`config.mk`:
```
export PLATFORM = sky130hd
export DESIGN_NAME = ram_arbiter
export DESIGN_NICKNAME = d
export VERILOG_FILES = /design/src/rtl/ram_arbiter.sv
export SDC_FILE = /design/constraint.sdc
export NUM_CORES = 1
export LEC_CHECK = 0
export ABC_CLOCK_PERIOD_IN_PS = 1660
export CORE_AREA = 3 3 101 103
export CTS_CLUSTER_SIZE = 28
export DETAILED_ROUTE_END_ITERATION = 6
export DIE_AREA = 0 0 104 106
export HOLD_SLACK_MARGIN = 0.1
export PLACE_DENSITY_LB_ADDON = 0.05
export SYNTH_ARGS = -nofsm -noshare
export SYNTH_HDL_FRONTEND = slang
export SYNTH_SLANG_ARGS = --single-unit
```
`constraint.sdc`:
```
create_clock -name clk -period 1.66 [get_ports clk]
set_input_delay 0.498 -clock clk [delete_from_list [all_inputs] [get_ports clk]]
set_output_delay 0.498 -clock clk [all_outputs]
set_load 0.05 [all_outputs]
```
`src/rtl/ram_arbiter.sv`:
```
// rtl/ram_arbiter.sv - two-master round-robin RAM arbiter with bounded lock bursts and wait states
module ram_arbiter #(
    parameter int DATAWIDTH   = 16,
    parameter int WAIT_STATES = 1,
    parameter int MAX_BURST   = 4
) (
    input  logic                 clk,
    input  logic                 rst_n,
    input  logic                 m0_req,
    input  logic                 m1_req,
    input  logic                 m0_we,
    input  logic                 m1_we,
    input  logic                 m0_lock,
    input  logic                 m1_lock,
    input  logic [DATAWIDTH-1:0] m0_addr,
    input  logic [DATAWIDTH-1:0] m1_addr,
    input  logic [DATAWIDTH-1:0] m0_wdata,
    input  logic [DATAWIDTH-1:0] m1_wdata,
    output logic                 m0_ack,
    output logic                 m1_ack,
    output logic [DATAWIDTH-1:0] m0_rdata,
    output logic [DATAWIDTH-1:0] m1_rdata,
    output logic                 ram_en,
    output logic                 ram_we,
    output logic [DATAWIDTH-1:0] ram_addr,
    output logic [DATAWIDTH-1:0] ram_wdata,
    input  logic [DATAWIDTH-1:0] ram_rdata,
    output logic                 busy,
    output logic                 owner
);

    localparam logic [1:0] S_IDLE   = 2'd0;
    localparam logic [1:0] S_ACCESS = 2'd1;
    localparam logic [1:0] S_DONE   = 2'd2;

    localparam logic [3:0] WAIT_LAST = 4'(WAIT_STATES);
    localparam logic [3:0] BURST_MAX = 4'(MAX_BURST);

    logic [1:0]           state_q, state_d;
    logic                 owner_q, owner_d;
    logic [3:0]           burst_q, burst_d;
    logic [3:0]           wait_q, wait_d;
    logic                 we_q, we_d;
    logic [DATAWIDTH-1:0] addr_q, addr_d;
    logic [DATAWIDTH-1:0] wdata_q, wdata_d;
    logic [DATAWIDTH-1:0] rdata0_q, rdata0_d;
    logic [DATAWIDTH-1:0] rdata1_q, rdata1_d;

    logic own_req, own_lock, oth_req, grant_m;

    always_comb begin
        state_d  = state_q;
        owner_d  = owner_q;
        burst_d  = burst_q;
        wait_d   = wait_q;
        we_d     = we_q;
        addr_d   = addr_q;
        wdata_d  = wdata_q;
        rdata0_d = rdata0_q;
        rdata1_d = rdata1_q;
        grant_m  = 1'b0;

        own_req  = owner_q ? m1_req  : m0_req;
        own_lock = owner_q ? m1_lock : m0_lock;
        oth_req  = owner_q ? m0_req  : m1_req;

        case (state_q)
            S_IDLE: begin
                if (m0_req || m1_req) begin
                    // A locking owner keeps the RAM until its burst budget runs out,
                    // but only while someone else is actually waiting.
                    if (own_req && own_lock && (burst_q < BURST_MAX || !oth_req)) begin
                        grant_m = owner_q;
                    end else if (m0_req && m1_req) begin
                        grant_m = !owner_q;
                    end else begin
                        grant_m = m1_req;
                    end
                    if (grant_m == owner_q) begin
                        burst_d = (burst_q < BURST_MAX) ? burst_q + 4'd1 : burst_q;
                    end else begin
                        burst_d = 4'd1;
                    end
                    owner_d = grant_m;
                    we_d    = grant_m ? m1_we    : m0_we;
                    addr_d  = grant_m ? m1_addr  : m0_addr;
                    wdata_d = grant_m ? m1_wdata : m0_wdata;
                    wait_d  = 4'd0;
                    state_d = S_ACCESS;
                end else begin
                    burst_d = 4'd0;
                end
            end
            S_ACCESS: begin
                if (wait_q == WAIT_LAST) begin
                    if (!we_q) begin
                        if (owner_q) rdata1_d = ram_rdata;
                        else         rdata0_d = ram_rdata;
                    end
                    state_d = S_DONE;
                end else begin
                    wait_d = wait_q + 4'd1;
                end
            end
            S_DONE:  state_d = S_IDLE;
            default: state_d = S_IDLE;
        endcase
    end

    always_ff @(posedge clk or negedge rst_n) begin
        if (!rst_n) begin
            state_q  <= S_IDLE;
            owner_q  <= 1'b1;
            burst_q  <= 4'd0;
            wait_q   <= 4'd0;
            we_q     <= 1'b0;
            addr_q   <= '0;
            wdata_q  <= '0;
            rdata0_q <= '0;
            rdata1_q <= '0;
        end else begin
            state_q  <= state_d;
            owner_q  <= owner_d;
            burst_q  <= burst_d;
            wait_q   <= wait_d;
            we_q     <= we_d;
            addr_q   <= addr_d;
            wdata_q  <= wdata_d;
            rdata0_q <= rdata0_d;
            rdata1_q <= rdata1_d;
        end
    end

    // Strobes decode straight from state so an async reset kills them at once.
    assign ram_en    = (state_q == S_ACCESS);
    assign ram_we    = ram_en && we_q;
    assign ram_addr  = addr_q;
    assign ram_wdata = wdata_q;
    assign m0_ack    = (state_q == S_DONE) && !owner_q;
    assign m1_ack    = (state_q == S_DONE) && owner_q;
    assign m0_rdata  = rdata0_q;
    assign m1_rdata  = rdata1_q;
    assign busy      = (state_q != S_IDLE);
    assign owner     = owner_q;

endmodule

```
==> results.yml, run 1 <==
status:
  outcome: "finished, violations left"
  violations: "negative setup slack"
route:
  dr.pass1.iters: 4
  vias: 3504
  ant_nets: 0
  routed_wl_um: 13320
  wl_per_cell_um: 20.25
  dr.first_iter.drc_count: 156
  drcViolationCount: 0
  via_per_inst: 5.325
synthesis:
  synth-seq-area-share_pct: 53.96
  syn_nets: 416
  yosysTopAreaCellShare_pct: 53.21
  synth_edf_count: 0
  ys.flop_type: "dfrtp_1"
  synth_top_area_cell: "dfrtp_1"
  ys_warn_count: 0
  syn_inst: 325
  synth_area_leaders: "dfrtp_1 (53%), mux2_2 (7.0%), a31oi_1 (5.9%)"
  syn-mean-instance-area_um2: 10.85
  ys_async_sr_fraction_pct: 100.0
  ys_seq_elements: 76
  syn_area_um2: 3527
  ys_types: 45
critical_path:
  startpoint_type: "flip-flop"
  cp.required_ns: 1.16
  cp_num_buf_inv: 3
  criticalPathCategory: "reg2out"
  path_cells: "nand2b_4 -> buf_6 -> clkinvlp_4 -> and2_4 -> buf_12"
  end_kind: "output port"
  crit_slowest_cell: "dfrtp_1"
  crit_family: "flip-flops"
  max_stage_delay_ns: 0.39
  cp_data_arrival_time_ns: 1.33
  cp_max_fo: 3
cells_and_area:
  final_area_um2: 7572
  seq_area_um2: 1906
  final_cell_mix: "clkdlybuf4s50_1 (83), buf_12 (80), dfrtp_1 (73), nor2_1 (34), buf_4 (28)"
  multi_input_area_um2: 2177
  final_common_cell: "clkdlybuf4s50_1"
  nFillCells: 525
  diodes: 0
  syn2layout_area_growth_pct: 114.7
  layout.nets: 616
  drive_gt1_share_pct: 51.23
sta:
  fin_ws_ns: -0.1691
  worst_slew_pin_slew_ns: 0.5928
  rsz0062_at_grt: "true"
  min_period_over_period_pct: 110.2
  hold_viol: 0
  setup_violations: 68
  maxSlewViolCount: 0
  slew_headroom_pct: 60.48
  skew_ns: 0.01083
  fmax_mhz: 546.7
  min_period_ns: 1.829
global_route:
  grt_pass1_vias: 3353
  overflow: 0
  grt_pass1_wl_um: 18020
  grt_max_degree: 36
  antenna_found_initial: 0
  track_usage_pct: 20.55
hold_path:
  hp-class: "reg2reg"
cts:
  cts-root-buf: "clkbuf_8"
  clkLatencyLatePin_ns: 0.34
  clkTransAtPathRegs_ns: 0.08
  cts_buffers: 9
  cts_tree: "built"
  clock_path_buffers: 2
  cts_num_sinks: 76
  cts_htree_levels: 3
floorplan:
  die_w_um: 104
  io_pins: 158
  start_util_pct: 37.99
  die-height_um: 106
  coreArea_um2: 9284
  row_count: 35
  dieArea_um2: 11020
power:
  seq_power_share_pct: 21.7
  peakVddDrop_mv: 1.217
  p_leak_nw: 3.063
  p_switching_w: 0.007641
  powerDensity_nw_per_um2: 2293
  clockPowerShare_pct: 9.3
  combinationalPowerShare_pct: 69.0
  switching_share_pct: 44.01
  intPower_w: 0.009720
place:
  port_buffers: 157
  gp_congestion: 0.7771
  pre_cts_slack_ns: -0.4275
  place_hpwl_um: 7469
  placed_area_um2: 6156
flow_run:
  cap_violations: 0
==> Yosys cell counts, drive strengths merged, types with 3 or more instances <==
master	instances
or2	3
nor3b	3
clkbuf	8
mux2	32
nand3	3
nand2	8
a31oi	33
buf	18
ha	3
dfrtp	75
o21ai	38
a21oi	36
nor2	35
inv	3
o21a	3
==> sequential cells by signal, summed over array words and instances (netlist names) <==
register,cells
wait_q,4
state_q,2
burst_q,4
we_q,1
m0_rdata,16
m1_rdata,16
ram_wdata,16
owner,1
ram_addr,16
==> worst reg2reg max path, stage by stage, from the launching register on <==
cell and delay, ns:
dfrtp_1 0.39, inv_2 0.06, ha_4 0.13, nand2b_4 0.06
nor4_4 0.27, and2b_2 0.27, clkbuf_16 0.19, mux2_4 0.30
==> cell families (layout without fill, tap and decap cells) <==
family	after synthesis	after routing	synth area share (%)
AOI/OAI and AO/OA	119	119	19.51
DFF	76	76	53.96
and+or+nand+nor	64	64	9.401
muxes	32	32	11.28
buffers and inverters	30	234	4.541
adders and majority gates	3	3	1.064
xor gates and xnor gates	1	1	0.2484
==> area by class of cell <==
| class | count | area share [%] |
|---|---|---|
| clock inverter | 4 | 0.9584 |
| tap | 129 | 2.132 |
| inverter | 4 | 0.2479 |
| clock buffer | 11 | 1.999 |
| timing repair buffer | 215 | 40.75 |
| sequential | 76 | 25.17 |
| multi-input combinational | 219 | 28.75 |
==> routing by layer <==
layer	GRT usage [%]	share of wire, %	vias to the layer above
li1	-	-	1599
met1	25.39	38	1701
met2	33.89	50	162
met3	6.132	7.7	42
met4	8.072	4.2	0
met5	0	0	-
==> final timing paths <==
kind                                             start                   endpoint  slack [ns]  cells past startpoint
worst max-delay path            state_q[1]$_DFFE_PN0P_                     ram_we       -0.17                      5
worst min-delay path            burst_q[0]$_DFFE_PN0P_     burst_q[0]$_DFFE_PN0P_        0.55                      1
worst max register to register   wait_q[1]$_DFFE_PN0P_    m0_rdata[4]$_DFFE_PN0P_       -0.14                      7
worst min register to register  burst_q[0]$_DFFE_PN0P_     burst_q[0]$_DFFE_PN0P_        0.55                      1
max in group asynchronous                        rst_n  ram_wdata[11]$_DFFE_PN0P_        0.54                      3
min in group asynchronous                        rst_n     burst_q[2]$_DFFE_PN0P_        0.61                      2
==> timing repair <==
item / CTS / global route
endpoints found under the setup margin: 40 / 76
pin swaps: 2 / 66
hold endpoints to repair: 20 / 0
hold buffers: 1 / 0
buffers inserted: 9 / 7
gates resized for setup: 38 / 124
gates cloned: 5 / 8
==> power by group through the flow <==
stage	clock network, W	logic (W)	registers, W
floorplan	0	0.00236	0.00614
global placement	0	0.00984	0.00376
detailed placement	0	0.00994	0.00379
CTS	0.00163	0.0106	0.00375
global route	0.00173	0.0124	0.00389
finish	0.00161	0.0120	0.00377
==> stage by stage <==
step	instances	setup TNS (ns)	hold WS (ns)	util [%]	total power, W
after floorplan	325	-0.1898	0.2024	-	0.008497
after global placement	613	-12.62	0.4243	66.31	0.01360
after detailed placement	613	-14.79	0.4239	66.31	0.01373
after CTS	643	-3.314	0.5398	71.98	0.01595
after global routing	658	-7.435	0.5874	81.56	0.01804
final	658	-4.490	0.5500	81.56	0.01736
Power figures use the tool's default switching activity.
==> run 2: changes to the inputs <==
--- a/config.mk
+++ b/config.mk
@@ -6,10 +6,10 @@
 export NUM_CORES = 1
 export LEC_CHECK = 0
 export ABC_CLOCK_PERIOD_IN_PS = 1660
-export CORE_AREA = 3 3 101 103
+export CORE_AREA = 2 2 100 102
 export CTS_CLUSTER_SIZE = 28
 export DETAILED_ROUTE_END_ITERATION = 6
-export DIE_AREA = 0 0 104 106
+export DIE_AREA = 0 0 102 104
 export HOLD_SLACK_MARGIN = 0.1
 export PLACE_DENSITY_LB_ADDON = 0.05
 export SYNTH_ARGS = -nofsm -noshare
==> run 2 against run 1 <==
Effect of this change:
- the flow still finishes with violations (negative setup slack)
- die area is 3.8% lower
- clock power is 6% higher
- global-route usage is 0.29 points lower
- final cell count is 0.61% lower
- final area is 10% lower
==> results.yml, run 2 (synthesized netlist as in run 1, its figures left out) <==
cells_and_area:
  layout.nets: 607
  final_cell_mix: "clkdlybuf4s50_1 (83), buf_12 (79), dfrtp_1 (73), a21oi_1 (35), nor2_1 (34)"
  fin_cells: 654
  syn2layout_area_growth_pct: 93.26
  drive_gt1_share_pct: 37.24
  diodes: 0
  final_common_cell: "clkdlybuf4s50_1"
floorplan:
  die-height_um: 104
  row_count: 36
  die_w_um: 102
  coreArea_um2: 9549
  start_util_pct: 36.94
  dieArea_um2: 10610
  io_pins: 158
sta:
  fin_ws_ns: -0.1747
  hold_slack_ns: 0.5457
  slew_headroom_pct: 69.38
  skew_ns: 0.009478
  rsz0062_at_grt: "true"
  setup_violations: 23
  worst_slew_pin_slew_ns: 0.4545
  min_period_over_period_pct: 110.5
  min_period_ns: 1.835
  hold_viol: 0
  maxSlewViolCount: 0
  fmax_mhz: 545.0
global_route:
  overflow: 0
  grt_pass1_vias: 3313
  antenna_found_initial: 0
  grt_pass1_wl_um: 16770
  track_usage_pct: 20.26
  grt_max_degree: 39
route:
  dr.first_iter.drc_count: 156
  ant_nets: 0
  via_per_inst: 5.119
  dr.pass1.iters: 4
  wl_per_cell_um: 17.52
  routed_wl_um: 11460
  vias: 3348
  drcViolationCount: 0
critical_path:
  startpoint_type: "flip-flop"
  cp_num_buf_inv: 2
  crit_slowest_cell: "dfrtp_2"
  max_stage_delay_ns: 0.46
  cp.required_ns: 1.16
  path_depth: 3
  criticalPathCategory: "reg2out"
  end_kind: "output port"
  crit_family: "flip-flops"
  cp_max_fo: 3
  path_cells: "buf_6 -> and3b_2 -> buf_12"
  cp_data_arrival_time_ns: 1.34
  reg2regPathDepth: 7
power:
  powerDensity_nw_per_um2: 2369
  clockPowerShare_pct: 10.5
  p_switching_w: 0.006973
  seq_power_share_pct: 23.4
  combinationalPowerShare_pct: 66.0
  power_w: 0.01615
  p_leak_nw: 2.916
  intPower_w: 0.009177
  switching_share_pct: 43.18
  peakVddDrop_mv: 1.038
status:
  violations: "negative setup slack"
  outcome: "finished, violations left"
cts:
  clkLatencyLatePin_ns: 0.35
  cts_htree_levels: 3
  clkTransAtPathRegs_ns: 0.08
  cts_num_sinks: 76
  cts_tree: "built"
  clock_path_buffers: 2
  cts_buffers: 9
  cts-root-buf: "clkbuf_8"
hold_path:
  hp-class: "in2async"
place:
  gp_congestion: 0.7472
  pre_cts_slack_ns: -0.4903
  port_buffers: 157
  place_hpwl_um: 7510
  dp_cells: 618
flow_run:
  cap_violations: 0
[run 2: worst paths after layout]
path	start	endpoint	slack (ns)
min in group clk	burst_q[0]$_DFFE_PN0P_	burst_q[0]$_DFFE_PN0P_	0.55
hold reg to reg	burst_q[0]$_DFFE_PN0P_	burst_q[0]$_DFFE_PN0P_	0.55
hold / removal	rst_n	m1_rdata[7]$_DFFE_PN0P_	0.55
setup / recovery	state_q[0]$_DFFE_PN0P_	m1_ack	-0.17
setup reg to reg	wait_q[1]$_DFFE_PN0P_	m0_rdata[14]$_DFFE_PN0P_	-0.11
max in group asynchronous	rst_n	owner$_DFFE_PN1P_	0.59
[run 2: routing by layer]
metal  up-vias  part of all wire (%)  track usage (%)
li1       1553                     -                -
met4         0                   1.9            7.524
met3        17                   6.7            5.175
met2       127                    51            34.40
met5         -                     0                0
met1      1651                    40            24.45
[run 2: per-stage QoR]
stage	TNS, ns	cell area (um2)	util (%)
floorplan	-0.1898	3566	-
global placement	-11.29	6168	64.60
detailed placement	-14.71	6168	64.60
CTS	-1.851	6482	67.89
global route	-5.227	6817	71.38
finish	-2.193	6817	71.38
[run 2: what timing repair did]
item | 4_1_cts | 5_1_grt
endpoints found under the setup margin | 28 | 74
setup buffers | 3 | 10
pin swaps | 1 | 9
endpoints found under the hold margin | 13 | 0
gates cloned | 0 | 6
gates resized for setup | 13 | 41
hold buffers | 1 | 0
[run 2: power by group through the flow]
stage | combinational [W] | clock (W) | sequential [W]
finish | 0.0107 | 0.00170 | 0.00378
global route | 0.0111 | 0.00184 | 0.00390
CTS | 0.0101 | 0.00174 | 0.00377
detailed placement | 0.00992 | 0 | 0.00381
global placement | 0.00982 | 0 | 0.00376
floorplan | 0.00236 | 0 | 0.00614
[run 2: area by class of cell]
class,instances,area (um2)
Clock inverter,6,112.6
Fill cell,707,2733
Sequential cell,76,1906
Inverter,4,18.77
Multi-Input combinational cell,219,1608
Tap cell,133,166.4
Clock buffer,10,127.6
Timing Repair Buffer,206,2878
==> run 3: changes to the inputs <==
--- a/config.mk
+++ b/config.mk
@@ -5,11 +5,11 @@
 export SDC_FILE = /design/constraint.sdc
 export NUM_CORES = 1
 export LEC_CHECK = 0
-export ABC_CLOCK_PERIOD_IN_PS = 1660
-export CORE_AREA = 2 2 100 102
+export ABC_CLOCK_PERIOD_IN_PS = 1800
+export CORE_AREA = 2 2 95 97
 export CTS_CLUSTER_SIZE = 28
 export DETAILED_ROUTE_END_ITERATION = 6
-export DIE_AREA = 0 0 102 104
+export DIE_AREA = 0 0 97 99
 export HOLD_SLACK_MARGIN = 0.1
 export PLACE_DENSITY_LB_ADDON = 0.05
 export SYNTH_ARGS = -nofsm -noshare
==> constraint.sdc (replaced) <==
create_clock -name clk -period 1.8 [get_ports clk]
set_input_delay 0.54 -clock clk [delete_from_list [all_inputs] [get_ports clk]]
set_output_delay 0.54 -clock clk [all_outputs]
set_load 0.05 [all_outputs]
==> run 3 against run 2 <==
Effect of this change:
- the run still ends with negative setup slack left
- final area decreased by 16%
- sequential share of layout area increased by 5.3 points
- flip-flop and latch count is the same
- critical path depth increased by 1
- utilization is 4.3 points lower
- die area fell by 9.5%
- via count shrank 2.8%
- combinational power shrank 29%
- largest cell class unchanged
- clock-buffer cell count increased by 1
- clock skew rose by 0.00081 ns
- critical endpoint is now ram_we
- setup slack gained 0.12 ns
- clock power fell by 12%
==> results.yml, run 3 (synthesized netlist as in run 1, its figures left out) <==
floorplan:
  io_pins: 158
  coreArea_um2: 8551
  die-height_um: 99
  die_w_um: 97
  row_count: 34
  dieArea_um2: 9603
  start_util_pct: 41.25
power:
  p_leak_nw: 2.466
  peakVddDrop_mv: 0.9832
  powerDensity_nw_per_um2: 2128
critical_path:
  criticalPathCategory: "reg2out"
  end_kind: "output port"
  reg2regPathDepth: 7
  cp.required_ns: 1.26
  cp_data_arrival_time_ns: 1.31
  startpoint_type: "flip-flop"
  cp_max_fo: 3
cts:
  clkTransAtPathRegs_ns: 0.09
  cts-root-buf: "clkbuf_8"
  cts_buffers: 9
  ctsHoldBuffers: 0
  cts_num_sinks: 76
  cts_htree_levels: 3
  cts_tree: "built"
  clock_path_buffers: 2
  clkLatencyLatePin_ns: 0.34
hold_path:
  hp-class: "in2async"
route:
  drcViolationCount: 0
  dr.first_iter.drc_count: 133
  routed_wl_um: 10130
  via_per_inst: 5.300
  wl_per_cell_um: 16.50
  dr.pass1.iters: 4
  ant_nets: 0
  vias: 3254
sta:
  setup_violations: 5
  fin_ws_ns: -0.05134
  skew_ns: 0.01029
  maxSlewViolCount: 0
  min_period_ns: 1.851
  rsz0062_at_grt: "true"
  min_period_over_period_pct: 102.9
  hold_slack_ns: 0.1035
  slew_headroom_pct: 65.73
  hold_viol: 0
  worst_slew_pin_slew_ns: 0.5087
  fmax_mhz: 540.1
place:
  gp_congestion: 0.8585
  pre_cts_slack_ns: -0.2575
  place_hpwl_um: 7153
  port_buffers: 157
  placed_area_um2: 5358
  dp_cells: 589
cells_and_area:
  final_area_um2: 5734
  drive_gt1_share_pct: 33.60
  layout.nets: 592
  fin_cells: 614
  final_cell_mix: "clkdlybuf4s50_1 (86), buf_4 (82), dfrtp_1 (74), a21oi_1 (36), nor2_1 (34)"
  final_common_cell: "clkdlybuf4s50_1"
  syn2layout_area_growth_pct: 62.58
  post-route-util_pct: 67.06
  diodes: 0
status:
  violations: "negative setup slack"
  outcome: "finished, violations left"
global_route:
  grt_max_degree: 34
  grt_pass1_wl_um: 15960
  grt_pass1_vias: 3264
  antenna_found_initial: 0
  track_usage_pct: 20.57
  overflow: 0
flow_run:
  cap_violations: 0
[run 3: cell types whose count changed in the layout (fill, tap and decap cells not counted), moves of 4 or more]
cell       delta
buf_6         -6
buf_4        +56
buf_12       -60
clkbuf_16     -4
o21ai_1      -14
o21ai_0      +16
[run 3: critical path: stages, from the launching register on]
cell	delay (ns)
dfrtp_1	0.41
nand2b_4	0.17
clkinvlp_4	0.09
and2_4	0.17
buf_12	0.14
[run 3: final timing paths]
check,start,endpoint,slack [ns]
min,rst_n,m0_rdata[6]$_DFFE_PN0P_,0.10
max reg2reg,wait_q[1]$_DFFE_PN0P_,m0_rdata[14]$_DFFE_PN0P_,0.02
max in group asynchronous,rst_n,state_q[0]$_DFFE_PN0P_,1.21
min reg2reg,owner$_DFFE_PN1P_,owner$_DFFE_PN1P_,0.50
min in group clk,owner$_DFFE_PN1P_,owner$_DFFE_PN1P_,0.50
max,state_q[1]$_DFFE_PN0P_,ram_we,-0.05
[run 3: metal layers]
metal	wire length, um	track usage, %	share of wire, %
met5	0	0	0
met4	98	6.934	0.97
met3	693	5.390	6.8
met2	5232	36.16	52
met1	4108	24.62	41
[run 3: final cells by class]
cell class | instances | area, um2
Fill cell | 681 | 2816
Timing Repair Buffer | 191 | 1916
Sequential cell | 76 | 1904
Multi-Input combinational cell | 219 | 1525
Clock buffer | 11 | 151.4
Tap cell | 108 | 135.1
Clock inverter | 5 | 83.83
Inverter | 4 | 18.77
[run 3: what timing repair did]
| item | 4_1_cts | 5_1_grt |
|---|---|---|
| gates resized for setup | 10 | 6 |
| pin swaps | 0 | 1 |
| setup endpoints to repair | 6 | 25 |
| cloned | 0 | 1 |
| buffers inserted | 5 | 3 |
| endpoints found under the hold margin | 0 | 0 |
[run 3: stage by stage]
step                      TNS, ns  total power [W]
after global routing      -0.9294          0.01282
final                     -0.1319          0.01220
after floorplan                 0         0.007801
after CTS                 -0.1731          0.01218
after detailed placement   -9.013          0.01048
after global placement     -7.459          0.01037
[run 3: power breakdown]
part / switching, W / total (W) / internal, W / leakage (nW)
Sequential: 0.000559 / 0.00313 / 0.00257 / 0.880
Combinational: 0.00463 / 0.00759 / 0.00295 / 1.47
Clock: 0.000632 / 0.00149 / 0.000859 / 0.112
Total: 0.00582 / 0.0122 / 0.00638 / 2.47
